`config.mk`:
```
export PLATFORM = sky130hd
export DESIGN_NAME = fetch_unit
export DESIGN_NICKNAME = d
export VERILOG_FILES = /design/src/rtl/fetch_unit.sv
export SDC_FILE = /design/constraint.sdc
export NUM_CORES = 1
export LEC_CHECK = 0
export ABC_AREA = 1
export CAP_MARGIN = 20
export CORE_ASPECT_RATIO = 1.5
export CORE_MARGIN = 3
export CORE_UTILIZATION = 39
export DETAILED_ROUTE_END_ITERATION = 7
export GPL_ROUTABILITY_DRIVEN = 0
export PLACE_DENSITY = 0.88
export SETUP_SLACK_MARGIN = 0.05
export SLEW_MARGIN = 20
export SYNTH_ARGS = -nofsm -noshare
export SYNTH_HDL_FRONTEND = slang
export SYNTH_SLANG_ARGS = --single-unit
```
`constraint.sdc`:
```
create_clock -name clk -period 3.11 [get_ports clk]
set_input_delay 0.622 -clock clk [delete_from_list [all_inputs] [get_ports clk]]
set_output_delay 0.622 -clock clk [all_outputs]
set_load 0.01 [all_outputs]
```
`src/rtl/fetch_unit.sv`:
```
// fetch_unit: owns the architectural PC, fetches instruction words over a
// req/gnt/rvalid memory port and hands them to decode under valid/ready.
//
// Ports:
//   clk, reset              clock and synchronous active-high reset
//   next_pc                 next-PC target, taken when decode accepts
//   flush, flush_pc         redirect (highest priority) and its target
//   imem_req/addr           fetch request and address (address == cur_pc)
//   imem_gnt                request accepted by memory this cycle
//   imem_rvalid/rdata       response strobe and instruction word
//   inst_valid, inst_ready  decode handshake
//   instr, cur_pc, pc4      presented instruction, its PC, and PC + 4
//   misalign                sticky flag: a loaded target had nonzero [1:0]
module fetch_unit #(
    parameter logic [31:0] RESET_PC = 32'h0000_3000
) (
    input  logic        clk,
    input  logic        reset,
    input  logic [31:0] next_pc,
    input  logic        flush,
    input  logic [31:0] flush_pc,
    output logic        imem_req,
    output logic [31:0] imem_addr,
    input  logic        imem_gnt,
    input  logic        imem_rvalid,
    input  logic [31:0] imem_rdata,
    output logic        inst_valid,
    input  logic        inst_ready,
    output logic [31:0] instr,
    output logic [31:0] cur_pc,
    output logic [31:0] pc4,
    output logic        misalign
);

    localparam int unsigned XLEN = 32;
    localparam int unsigned SW   = 2;

    localparam logic [SW-1:0] FETCH = 2'd0;
    localparam logic [SW-1:0] WAIT  = 2'd1;
    localparam logic [SW-1:0] HOLD  = 2'd2;
    localparam logic [SW-1:0] DROP  = 2'd3;

    logic [SW-1:0]   state_q, state_d;
    logic [XLEN-1:0] pc_q, pc_d;
    logic [XLEN-1:0] instr_q, instr_d;
    logic            misalign_q, misalign_d;

    // Next-state and datapath update; flush overrides every handshake.
    always_comb begin
        state_d    = state_q;
        pc_d       = pc_q;
        instr_d    = instr_q;
        misalign_d = misalign_q;

        if (flush) begin
            pc_d       = {flush_pc[XLEN-1:2], 2'b00};
            misalign_d = misalign_q | (flush_pc[1:0] != 2'b00);
            case (state_q)
                // A grant in the flush cycle leaves a response we must drop.
                FETCH:   state_d = imem_gnt ? DROP : FETCH;
                WAIT:    state_d = imem_rvalid ? FETCH : DROP;
                HOLD:    state_d = FETCH;
                // The outstanding response may land in the flush cycle itself;
                // once it has, nothing is left to drop.
                DROP:    state_d = imem_rvalid ? FETCH : DROP;
                default: state_d = FETCH;
            endcase
        end else begin
            case (state_q)
                FETCH: begin
                    if (imem_gnt) begin
                        state_d = WAIT;
                    end
                end
                WAIT: begin
                    if (imem_rvalid) begin
                        instr_d = imem_rdata;
                        state_d = HOLD;
                    end
                end
                HOLD: begin
                    if (inst_ready) begin
                        pc_d       = {next_pc[XLEN-1:2], 2'b00};
                        misalign_d = misalign_q | (next_pc[1:0] != 2'b00);
                        state_d    = FETCH;
                    end
                end
                DROP: begin
                    if (imem_rvalid) begin
                        state_d = FETCH;
                    end
                end
                default: state_d = FETCH;
            endcase
        end
    end

    // State registers.
    always_ff @(posedge clk) begin
        if (reset) begin
            state_q    <= FETCH;
            pc_q       <= RESET_PC;
            instr_q    <= '0;
            misalign_q <= 1'b0;
        end else begin
            state_q    <= state_d;
            pc_q       <= pc_d;
            instr_q    <= instr_d;
            misalign_q <= misalign_d;
        end
    end

    // Outputs are direct decodes of registered state.
    assign imem_req   = (state_q == FETCH);
    assign imem_addr  = pc_q;
    assign inst_valid = (state_q == HOLD);
    assign instr      = instr_q;
    assign cur_pc     = pc_q;
    assign pc4        = pc_q + XLEN'(4);
    assign misalign   = misalign_q;

endmodule

```
==> flow_summary.json <==
{
  "grt_pass1_vias": 4328,
  "peakVddDrop_v": 0.000382,
  "cap_violations": 0,
  "dieWidth_um": 87.4,
  "start_util_pct": 40.0,
  "worst_setup_path_endpoint": "pc4[28]",
  "fin_crit_ps": 2860,
  "ant_nets": 0,
  "yosys.area_share.simple_pct": 41.1,
  "finalWirelength_um": 13500,
  "seq_area_frac_synth_pct": 33.5,
  "synth.cell_area_sq_um": 3880,
  "hold_viol": 0,
  "crit_fanout": 6,
  "coreArea_sq_um": 9690,
  "postSynthAreaPerCell_sq_um": 6.22,
  "cp_common_cell": "nand2_1",
  "synth_xor_area_share_pct": 3.39,
  "gr-usage-all-layers_pct": 24.3,
  "worstMarginPinSlew_ps": 962,
  "synth-compound-area-share_pct": 8.81,
  "io_buffers": 226,
  "cp-start-kind": "register",
  "yosysWarnings": 0,
  "synth_edf_count": 0,
  "status": "completed",
  "path_depth": 7,
  "grt_max_degree": 48,
  "fin_cells": 933,
  "r2r-end": "instr[0]",
  "cellPowerDensity_nw_per_um2": 430,
  "synthAdderAreaFrac_pct": 0.323,
  "min_path_type": "reg -> reg",
  "vias": 4491,
  "slew_violations": 0,
  "setup_slack_ps": 255,
  "fp.dieH_um": 128,
  "nets": 916,
  "layout-drive-gt1-share_pct": 5.50,
  "final_area_sq_um": 6280,
  "drc": 0,
  "die_area_sq_um": 11200,
  "cpMaxStageDelayCell": "dfxtp_1",
  "fin_hold_ws_ps": 479,
  "path_cells": "nand2_1 -> nor2_1 -> nand2_1 -> nor2_1 -> nand3b_1 -> nand2_1 -> clkdlybuf4s50_1",
  "first_pass_iters": 4,
  "area_growth_pct": 61.9,
  "slew_headroom_pct": 35.8,
  "critical_path_class": "reg -> out",
  "num_rows": 44,
  "cts.sinks": 65,
  "setup_viol": 0,
  "yosys-top-cells-area": "dfxtp_1 (34%), nand2_1 (19%), nor2_1 (16%)",
  "cts.reportedPaths.clkPinSlew_ps": 60,
  "synth_mux_area_share_pct": 0,
  "grt_pass1_wl_um": 21100,
  "setup_tns_ps": 0,
  "critical_path_arrival_ps": 2230,
  "cts_buffer_depth": 2,
  "antenna_found_initial": 0,
  "synth_cell_types": 25,
  "critPathTopFamily": "simple AND/OR/NAND/NOR gates",
  "diodes": 0,
  "clock_latency_ps": 330,
  "p_leak_nw": 2.60,
  "synthTopCellsByCount": "nand2_1 (193), nor2_1 (165), dfxtp_1 (65)",
  "yosysTopAreaCellShare_pct": 33.5,
  "ios": 233,
  "cts_inserted_buffers": 9,
  "htreeDepth": 3,
  "final_util_pct": 64.8,
  "regToRegSetupSlack_ps": 1390,
  "fin_skew_ps": 7.94,
  "post-cts-setup-buffer-count": 0,
  "synth_flop_cell": "dfxtp_1",
  "dp_hpwl_um": 10400,
  "r2r_start": "state_q[0]",
  "rsz0062_at_grt": "no",
  "cts_tree": "done",
  "synth_top_cell_by_area": "dfxtp_1",
  "worstPathRequired_ps": 2490,
  "place_ws_ps": 563,
  "period_share_pct": 91.8,
  "root_buffer": "clkbuf_16",
  "netlist_instances": 624,
  "async_reset_ff_share_pct": 0,
  "synth_top_family_by_area": "simple AND/OR/NAND/NOR gates",
  "finalPower_mw": 2.70,
  "place_inst": 917,
  "drt-wirelength-per-cell_um": 14.5,
  "max_stage_delay_ps": 530,
  "r2r_cells": 6,
  "synth_seq_cells": 65,
  "grt-ovfl-total": 0,
  "startpoint": "cur_pc[15]",
  "placed_area_sq_um": 5970,
  "fmax_mhz": 350,
  "yosysMostFrequentCell": "nand2_1",
  "drt_iter0_markers": 178,
  "vias_per_cell": 4.81,
  "cp_num_buf_inv": 1,
  "crit_path_end_kind": "output pin"
}
[where the power goes]
group	leakage, nW	switching, mW	internal (mW)	total [mW]
combinational	1.91	0.291	0.399	0.690
sequential	0.534	0.0889	0.889	0.978
clock	0.155	0.372	0.661	1.03
[kinds of logic after synthesis]
| group | count (synthesis) |
|---|---|
| xor gates and xnor gates | 15 |
| DFF | 65 |
| AOI/OAI and AO/OA | 66 |
| buffers and inverters | 84 |
| adders and majority gates | 1 |
| other | 1 |
| and+or+nand+nor | 392 |
[what timing repair did]
| item | 4_1_cts | 5_1_grt |
|---|---|---|
| hold buffers | 0 | 0 |
| endpoints found under the setup margin | 0 | 3 |
| resized for setup | 0 | 2 |
[routing by layer]
layer | vias up | global-route usage (%) | part of all wire [%] | wire length (um)
met4 | 0 | 9.03 | 1.9 | 252
met2 | 208 | 44.8 | 53 | 7150
li1 | 2270 | - | - | -
met5 | - | 0 | 0 | 0
met3 | 22 | 9.20 | 10 | 1350
met1 | 1991 | 24.0 | 35 | 4750
[state kept, by name, indices dropped and copies added (netlist names)]
name	count
state_q	2
cur_pc	30
misalign	1
instr	32
[final cells by class]
class,count,area [sq um]
Tap cell,115,144
Clock buffer,11,253
Clock inverter,5,53.8
Multi-Input combinational cell,480,2100
Sequential cell,65,1300
Fill cell,844,3410
Timing Repair Buffer,234,2330
Inverter,23,88.8
[worst register-to-register path, cell delays in order (launching register included)]
cell	delay (ps)
dfxtp_1	360
inv_1	100
nor2_4	130
nand3_2	300
inv_2	540
nor2_1	90
nor2_1	130
[worst min path at each step]
stage | start | end | slack (ps) | cells after the start
2_1_floorplan | state_q[0] | state_q[0] | 490 | 2
3_3_place_gp | instr[5] | instr[5] | 460 | 2
3_5_place_dp | instr[10] | instr[10] | 470 | 2
4_1_cts | instr[10] | instr[10] | 480 | 2
5_1_grt | instr[30] | instr[30] | 500 | 2
6_report | instr[2] | instr[2] | 480 | 2
[cells in the final DEF, fill, tap and decap left out, types with 2 or more instances in the layout]
cell / n
a21oi_1: 2
buf_4: 7
clkbuf_16: 9
clkbuf_8: 2
clkdlybuf4s50_1: 226
clkinv_2: 3
conb_1: 6
dfxtp_1: 63
dfxtp_2: 2
inv_1: 21
nand2_1: 193
nand2_2: 5
nand3_1: 5
nand3_2: 2
nand3b_1: 13
nor2_1: 165
nor2_2: 5
nor2_4: 4
o21ai_0: 63
xnor2_1: 7
xor2_1: 8
(Power assumes the default switching activity.)
